File: src/rtl/eflash_pim_sequencer.sv
`default_nettype none
// ============================================================================
//  Module   : eflash_pim_sequencer
//  Purpose  : PIM command sequencer for the eFlash column driver. Accepts one
//             command at a time, drives enable/mode/phase count/address into
//             the driver, and owns the 256 x 2-bit input buffer.
//  Revision : 1.0  initial release
// ============================================================================
module eflash_pim_sequencer #(
  parameter int unsigned ERASE_CYCLES = 15,
  parameter int unsigned PROG_CYCLES  = 15
) (
  input  logic        clk_i,
  input  logic        rst_i,
  input  logic        cmd_valid_i,
  output logic        cmd_ready_o,
  input  logic [2:0]  cmd_mode_i,
  input  logic [6:0]  cmd_row_i,
  input  logic [8:0]  cmd_col_i,
  input  logic        abort_i,
  input  logic        ld_valid_i,
  output logic        ld_ready_o,
  input  logic [31:0] ld_data_i,
  input  logic        ld_clear_i,
  output logic        pim_en_o,
  output logic [2:0]  pim_mode_o,
  output logic [3:0]  exec_cnt_o,
  output logic [6:0]  row_addr7_o,
  output logic [8:0]  col_addr9_o,
  output logic [1:0]  input_data_o [0:255],
  output logic        done_o,
  output logic        err_o
);

  localparam logic [3:0] c_ERASE_START = ERASE_CYCLES[3:0];
  localparam logic [3:0] c_PROG_START  = PROG_CYCLES[3:0];

  typedef enum logic [0:0] {
    S_IDLE = 1'b0,
    S_RUN  = 1'b1
  } state_t;

  state_t      r_state;
  state_t      w_next_state;
  logic        r_pim_en;
  logic [2:0]  r_mode;
  logic [3:0]  r_cnt;
  logic [6:0]  r_row;
  logic [8:0]  r_col;
  logic        r_done;
  logic        r_err;
  logic [3:0]  r_wp;
  logic [1:0]  r_buf [0:255];

  logic        w_idle;
  logic        w_accept;
  logic        w_legal;
  logic [3:0]  w_start;

  assign w_idle   = (r_state == S_IDLE);
  assign w_accept = cmd_valid_i & w_idle;
  assign w_legal  = (cmd_mode_i != 3'b000) && (cmd_mode_i != 3'b111);

  // Phase-count start value per command mode
  always_comb begin
    w_start = 4'd0;
    case (cmd_mode_i)
      3'b001:  w_start = c_ERASE_START;
      3'b010:  w_start = c_PROG_START;
      3'b011:  w_start = 4'd8;
      3'b100:  w_start = 4'd8;
      3'b101:  w_start = 4'd11;
      3'b110:  w_start = 4'd8;
      default: w_start = 4'd0;
    endcase
  end

  // State register
  always_ff @(posedge clk_i or posedge rst_i) begin
    if (rst_i) r_state <= S_IDLE;
    else       r_state <= w_next_state;
  end

  // Next state: illegal modes are consumed without leaving IDLE; abort beats completion
  always_comb begin
    w_next_state = r_state;
    case (r_state)
      S_IDLE: if (w_accept && w_legal) w_next_state = S_RUN;
      S_RUN:  if (abort_i || (r_cnt == 4'd0)) w_next_state = S_IDLE;
      default: w_next_state = S_IDLE;
    endcase
  end

  // Driver-facing command outputs and completion/error pulses
  always_ff @(posedge clk_i or posedge rst_i) begin
    if (rst_i) begin
      r_pim_en <= 1'b0;
      r_mode   <= 3'b000;
      r_cnt    <= 4'd0;
      r_row    <= 7'd0;
      r_col    <= 9'd0;
      r_done   <= 1'b0;
      r_err    <= 1'b0;
    end else begin
      r_done <= 1'b0;
      r_err  <= 1'b0;
      if (w_idle) begin
        if (w_accept) begin
          if (w_legal) begin
            r_mode   <= cmd_mode_i;
            r_row    <= cmd_row_i;
            r_col    <= cmd_col_i;
            r_cnt    <= w_start;
            r_pim_en <= 1'b1;
          end else begin
            r_err <= 1'b1;
          end
        end
      end else begin
        if (abort_i) begin
          r_pim_en <= 1'b0;
          r_cnt    <= 4'd0;
        end else if (r_cnt == 4'd0) begin
          r_pim_en <= 1'b0;
          r_done   <= 1'b1;
        end else begin
          r_cnt <= r_cnt - 4'd1;
        end
      end
    end
  end

  // Input buffer: clear has priority over a load; both frozen while a command runs
  always_ff @(posedge clk_i or posedge rst_i) begin
    if (rst_i) begin
      r_wp <= 4'd0;
      for (int i = 0; i < 256; i++) r_buf[i] <= 2'b00;
    end else if (w_idle) begin
      if (ld_clear_i) begin
        r_wp <= 4'd0;
        for (int i = 0; i < 256; i++) r_buf[i] <= 2'b00;
      end else if (ld_valid_i) begin
        for (int k = 0; k < 16; k++) r_buf[{r_wp, 4'(k)}] <= ld_data_i[2*k +: 2];
        r_wp <= r_wp + 4'd1;
      end
    end
  end

  assign cmd_ready_o  = w_idle;
  assign ld_ready_o   = w_idle;
  assign pim_en_o     = r_pim_en;
  assign pim_mode_o   = r_mode;
  assign exec_cnt_o   = r_cnt;
  assign row_addr7_o  = r_row;
  assign col_addr9_o  = r_col;
  assign input_data_o = r_buf;
  assign done_o       = r_done;
  assign err_o        = r_err;

endmodule
`default_nettype wire

File: config.mk
export PLATFORM = sky130hd
export DESIGN_NAME = eflash_pim_sequencer
export DESIGN_NICKNAME = d
export VERILOG_FILES = /design/src/rtl/eflash_pim_sequencer.sv
export SDC_FILE = /design/constraint.sdc
export NUM_CORES = 1
export LEC_CHECK = 0
export CAP_MARGIN = 25
export CORE_ASPECT_RATIO = 1.5
export CORE_MARGIN = 8
export CORE_UTILIZATION = 35
export DETAILED_ROUTE_END_ITERATION = 6
export GPL_TIMING_DRIVEN = 0
export HOLD_SLACK_MARGIN = 0.05
export MAX_ROUTING_LAYER = met4
export PLACE_DENSITY = 0.68
export RECOVER_POWER = 100
export REMOVE_ABC_BUFFERS = 1
export SETUP_SLACK_MARGIN = 0.02
export SLEW_MARGIN = 10
export SYNTH_ARGS = -nofsm -noshare
export SYNTH_HDL_FRONTEND = slang
export SYNTH_SLANG_ARGS = --single-unit
File: constraint.sdc
create_clock -name clk_i -period 23.7 [get_ports clk_i]
set_input_delay 7.11 -clock clk_i [delete_from_list [all_inputs] [get_ports clk_i]]
set_output_delay 7.11 -clock clk_i [all_outputs]
set_load 0.1 [all_outputs]
==> results of run 1 <==
[registers in the layout (all words and copies together) (netlist names)]
name / count
input_data_o: 512
col_addr9_o: 9
row_addr7_o: 7
exec_cnt_o: 4
r_wp: 4
pim_mode_o: 3
done_o: 1
err_o: 1
pim_en_o: 1
r_state: 1
[worst paths after layout]
kind	start	end	slack, ps	cells after the start
setup / recovery	rst_i	input_data_o[453]	8540	3
hold / removal	input_data_o[426]	input_data_o[426]	470	2
setup reg to reg	r_state	input_data_o[269]	18390	4
hold reg to reg	input_data_o[426]	input_data_o[426]	470	2
max in group clk_i	ld_clear_i	input_data_o[269]	10050	5
min in group asynchronous	rst_i	input_data_o[149]	7880	2
[cell usage after synthesis, drive strengths merged (2+ instances only)]
cell type  number
a21oi           3
a221o           2
a22o          384
buf            84
clkbuf         63
dfrtp         543
ha              6
inv             8
mux2           18
nand2         140
nand2b         38
nand3           5
nor2           34
nor2b          33
nor3            5
nor3b           3
nor4bb          4
o21ai         151
o21bai          2
o22ai           2
o31ai           2
or2             4
[logic make-up after synthesis]
logic type,share of synthesized area
AO/OA/AOI/OAI,0.2084
flip-flops,0.6670
AND/OR/NAND/NOR,0.07045
buffers and inverters,0.03956
multiplexers,0.01044
adder cells (fa/ha/maj),0.003685
XOR/XNOR,0.0004300
[per-layer routing]
layer,GRT usage,up-vias
li1,-,6686
met1,0.2941,8551
met2,0.4125,810
met3,0.05487,165
met4,0.09211,0
met5,-,-
[final cells by class]
| type | instances | area share |
|---|---|---|
| clock buffer | 72 | 0.04999 |
| antenna | 3 | 0.0002594 |
| clock inverter | 18 | 0.01107 |
| multi-input combinational | 845 | 0.2070 |
| timing repair buffer | 645 | 0.2277 |
| sequential | 543 | 0.4696 |
| inverter | 8 | 0.001081 |
| tap | 770 | 0.03330 |
[power groups by stage]
stage | clock network (uW) | registers (uW) | logic, uW
final | 877 | 1020 | 843
after global placement | 0 | 1040 | 821
after CTS | 890 | 1030 | 880
after floorplan | 0 | 1460 | 156
after detailed placement | 0 | 1040 | 879
after global routing | 920 | 1030 | 868
[worst min-delay path, delay by kind of cell, from the launching register on]
family | cells | cell delay (ps)
AO/OA/AOI/OAI | 1 | 60
AND/OR/NAND/NOR | 1 | 40
flip-flops | 1 | 340
[metrics by stage]
| stage | util | setup TNS (ps) | worst slack (ps) | cells |
|---|---|---|---|---|
| 6_report | 0.5015 | 0 | 8537 | 2904 |
| 5_1_grt | 0.5015 | 0 | 6862 | 2904 |
| 4_1_cts | 0.5074 | 0 | 13230 | 2892 |
| 3_5_place_dp | 0.4768 | 0 | 13890 | 2802 |
| 3_3_place_gp | 0.4597 | -2179410 | -4140 | 2762 |
| 2_1_floorplan | - | 0 | 1411 | 1396 |
==> results.toml, run 1 <==
[setup_path]
path_max_fanout = 119
worst-path-buf-inv = 3
crit_family = "buffers and inverters"
max_stage_delay_ps = 4660
critPathLaunchType = "input port"
cpMaxStageDelayCell = "clkbuf_1"
worstSetupPathType = "input port to async pin"
path_cells = "dlygate4sd3_1 > clkinvlp_2 > clkbuf_1"
required_ps = 22780
critPathCaptureType = "async pin"
cp.arrival_ps = 14240

[layout]
drive_above_1_share = 0.07461
area_growth_pct = 42.04
regArea_sq_mm = 0.01359
layout.nets = 2157
multi_input_area_sq_mm = 0.005989
n_fill_cell = 5057
layout_common_cells = "dfrtp_1 (543), dlygate4sd3_1 (543), a22o_1 (384)"
design_area_sq_mm = 0.02894

[detailed_routing]
viasPerCell = 5.583
drt-initial-drc-count = 1431
postRouteAntennaNets = 0
wl_met1_mm = 30.86
firstDrtPassIters = 5
drc_errors = 0
drt-total-wl_mm = 82.55
num_vias = 16210
wl_met3_mm = 6.767
routedWlPerCell_um = 28.43
routed-wl-met2_mm = 41.58
highest_layer = "met4"

[global_routing]
grt_max_degree = 123
grt_pass1_wl_mm = 119.1
grt.total_usage = 0.2491
overflow = 0
antenna_found_initial = 4
grt_pass1_vias = 16750

[timing]
hold_viol_final = 0
finalMaxSlewViolations = 729
skew_ps = 19.48
max_freq_mhz = 65.95
holdWs_ps = 471.7
tightest_slew_ps = 6555
setup_viol = 0
finalCritPeriodShare = 0.6398
max_slew_margin = -3.370
rsz0062_at_grt = "no"
period_minus_slack_ps = 15160

[clocking]
post_cts_buffers = 0
cts_resized = 0
cts_tree = "built"
clockBufferDepth = 3
cts-buffers-inserted = 51
ctsHoldBuffers = 0
clk_latency_ps = 590
htree_levels = 2
cts.sinks = 543
root_buffer = "clkbuf_16"
path_clk_slew_ps = 60

[run_status]
status = "finished, violations left"
violations = "capacitance limit, slew limit"

[yosys]
synth_warnings = 0
synth_edf_count = 0
syn-instance-count = 1543
avgSynthCellArea_sq_um = 13.20
ys_types = 45
ys_ff_latch = 543
syn_area_sq_mm = 0.02037
synthArstFlopShare = 1.000
synth_flop_cell = "dfrtp_1"
synth_top_area_frac = 0.6670
yosys.area.top_type = "dfrtp_1"
synthTopCellsByArea = "dfrtp_1 (67%), a22o_1 (17%), o21ai_0 (3.2%), nand2_1 (2.5%), buf_2 (1.4%)"
ys_seq_area_frac = 0.6670

[power_and_ir_drop]
power_uw = 2744
p_sw_frac = 0.3950
power.density_mw_per_mm2 = 94.83
p_leak_uw = 0.01455
vdd_drop_max_v = 0.00006341
p_seq_frac = 0.373
p_comb_frac = 0.307
switching_power_uw = 1084
pwr-share-clk = 0.320
p_int_uw = 1660

[place]
place_hpwl_mm = 58.86
port_buffers = 596
place_congestion = 0.8331
postPlaceCellArea_sq_mm = 0.02751

[flow_run]
maxCapViolCount = 18

[die]
pin_count = 597
die_area_sq_mm = 0.06634
initial_utilization = 0.3530
core_area_sq_mm = 0.05770
die_h_um = 311.5
dieWidth_um = 213.0
num_rows = 108

[hold_path]
hold_class = "flip-flop to flip-flop"
Note: power is estimated with default switching activity, not from simulation.
==> inputs of run 2 (changes only) <==
--- a/config.mk
+++ b/config.mk
@@ -13,7 +13,7 @@
 export GPL_TIMING_DRIVEN = 0
 export HOLD_SLACK_MARGIN = 0.05
 export MAX_ROUTING_LAYER = met4
-export PLACE_DENSITY = 0.68
+export PLACE_DENSITY = 0.7
 export RECOVER_POWER = 100
 export REMOVE_ABC_BUFFERS = 1
 export SETUP_SLACK_MARGIN = 0.02
==> constraint.sdc (replaced) <==
create_clock -name clk_i -period 12.7 [get_ports clk_i]
set_input_delay 3.81 -clock clk_i [delete_from_list [all_inputs] [get_ports clk_i]]
set_output_delay 3.81 -clock clk_i [all_outputs]
set_load 0.1 [all_outputs]
==> results.toml, run 2 (same netlist as run 1, synthesis figures left out) <==
[layout]
drive_above_1_share = 0.08111
design_area_sq_mm = 0.02902
area_growth_pct = 42.48
layout_common_cells = "dlygate4sd3_1 (545), dfrtp_1 (543), a22o_1 (384)"
final_common_cell = "dlygate4sd3_1"
largest_reg_flops = 512
layout.cells.non_filler = 2908
layout.nets = 2158

[place]
place_congestion = 0.8398
placedCellCount = 2803
port_buffers = 596
postPlaceCellArea_sq_mm = 0.02753
place_hpwl_mm = 59.71

[die]
die_h_um = 311.5
die_area_sq_mm = 0.06634
pin_count = 597
num_rows = 108
core_area_sq_mm = 0.05770
initial_utilization = 0.3530
dieWidth_um = 213.0

[clocking]
path_clk_slew_ps = 60
cts_resized = 0
clk_latency_ps = 600
root_buffer = "clkbuf_16"
ctsHoldBuffers = 0
cts-buffers-inserted = 51
clockBufferDepth = 3
htree_levels = 2
post_cts_buffers = 0
cts_tree = "built"
cts.sinks = 543

[detailed_routing]
num_vias = 16130
routedWlPerCell_um = 28.31
drt-initial-drc-count = 1351
postRouteAntennaNets = 0
drc_errors = 0
viasPerCell = 5.547
firstDrtPassIters = 6
drt-total-wl_mm = 82.31

[power_and_ir_drop]
p_leak_uw = 0.01462
power_uw = 5105
power.density_mw_per_mm2 = 175.9
vdd_drop_max_v = 0.0001080

[setup_path]
path_max_fanout = 59
worst-path-buf-inv = 3
crit_family = "buffers and inverters"
critPathCaptureType = "flip-flop"
reg2reg_slack_ps = 9190
max_stage_delay_ps = 2640
cp.arrival_ps = 9960
crit_path_frequent_cell = "clkbuf_1"
worstSetupPathType = "input port to flip-flop"
path_cells = "clkbuf_1 > clkbuf_1 > o21ai_4 > clkbuf_1 > a22o_1"
cpMaxStageDelayCell = "clkbuf_1"
critPathLaunchType = "input port"
required_ps = 13170

[global_routing]
overflow = 0
antenna_found_initial = 4
grt_pass1_wl_mm = 119.1
grt_pass1_vias = 16980
grt_max_degree = 121
grt.total_usage = 0.2482

[timing]
skew_ps = 20.64
max_slew_margin = -1.482
finalCritPeriodShare = 0.7473
hold_viol_final = 0
finalMaxSlewViolations = 569
setup_viol = 0
max_freq_mhz = 105.4
tightest_slew_ps = 3723
rsz0062_at_grt = "no"
tns_ps = 0
period_minus_slack_ps = 9490

[run_status]
violations = "capacitance limit, slew limit"
status = "finished, violations left"

[flow_run]
maxCapViolCount = 17

[hold_path]
hold_class = "flip-flop to flip-flop"
## run 2: worst paths after layout
| path | start | to | depth (start not counted) |
|---|---|---|---|
| max | ld_clear_i | input_data_o[153] | 5 |
| min | input_data_o[465] | input_data_o[465] | 2 |
| max reg2reg | r_state | input_data_o[388] | 3 |
| min reg2reg | input_data_o[465] | input_data_o[465] | 2 |
| max in group asynchronous | rst_i | input_data_o[319] | 5 |
| min in group asynchronous | rst_i | input_data_o[173] | 2 |
## run 2: power breakdown
group          total [uW]  internal, uW  switching, uW
combinational        1550           274           1270
sequential           1910          1840           70.4
clock                1650           954            692
total                5110          3070           2040
## run 2: layout make-up
cell class	count	area (sq um)
diodes	5	12.51
clock buffers	67	1458
clock inverters	24	335.3
fillers	4990	28680
inverters	8	31.28
multi-input cells	845	6117
flip-flops and latches	543	13590
well taps	770	963.4
repair buffers	646	6519
## run 2: tightest hold or removal path, stage by stage (launching register included)
cell and delay, ps:
dfrtp_1 340, nand2_1 40, o21ai_0 60
## run 2: per-layer routing
layer	global-route usage	wire length, um	vias to the layer above
li1	-	-	6694
met1	0.2837	30660	8384
met2	0.4022	40220	820
met3	0.05989	6608	232
met4	0.1248	4822	0
met5	-	0	-
## run 2: metrics by stage
stage	utilization	hold slack, ps	worst slack, ps
finish	0.5030	473.1	3210
global route	0.5029	494.5	2896
CTS	0.5081	483.1	5608
detailed placement	0.4770	469.2	6258
global placement	0.4597	461.6	-11670
floorplan	-	523.5	-6289
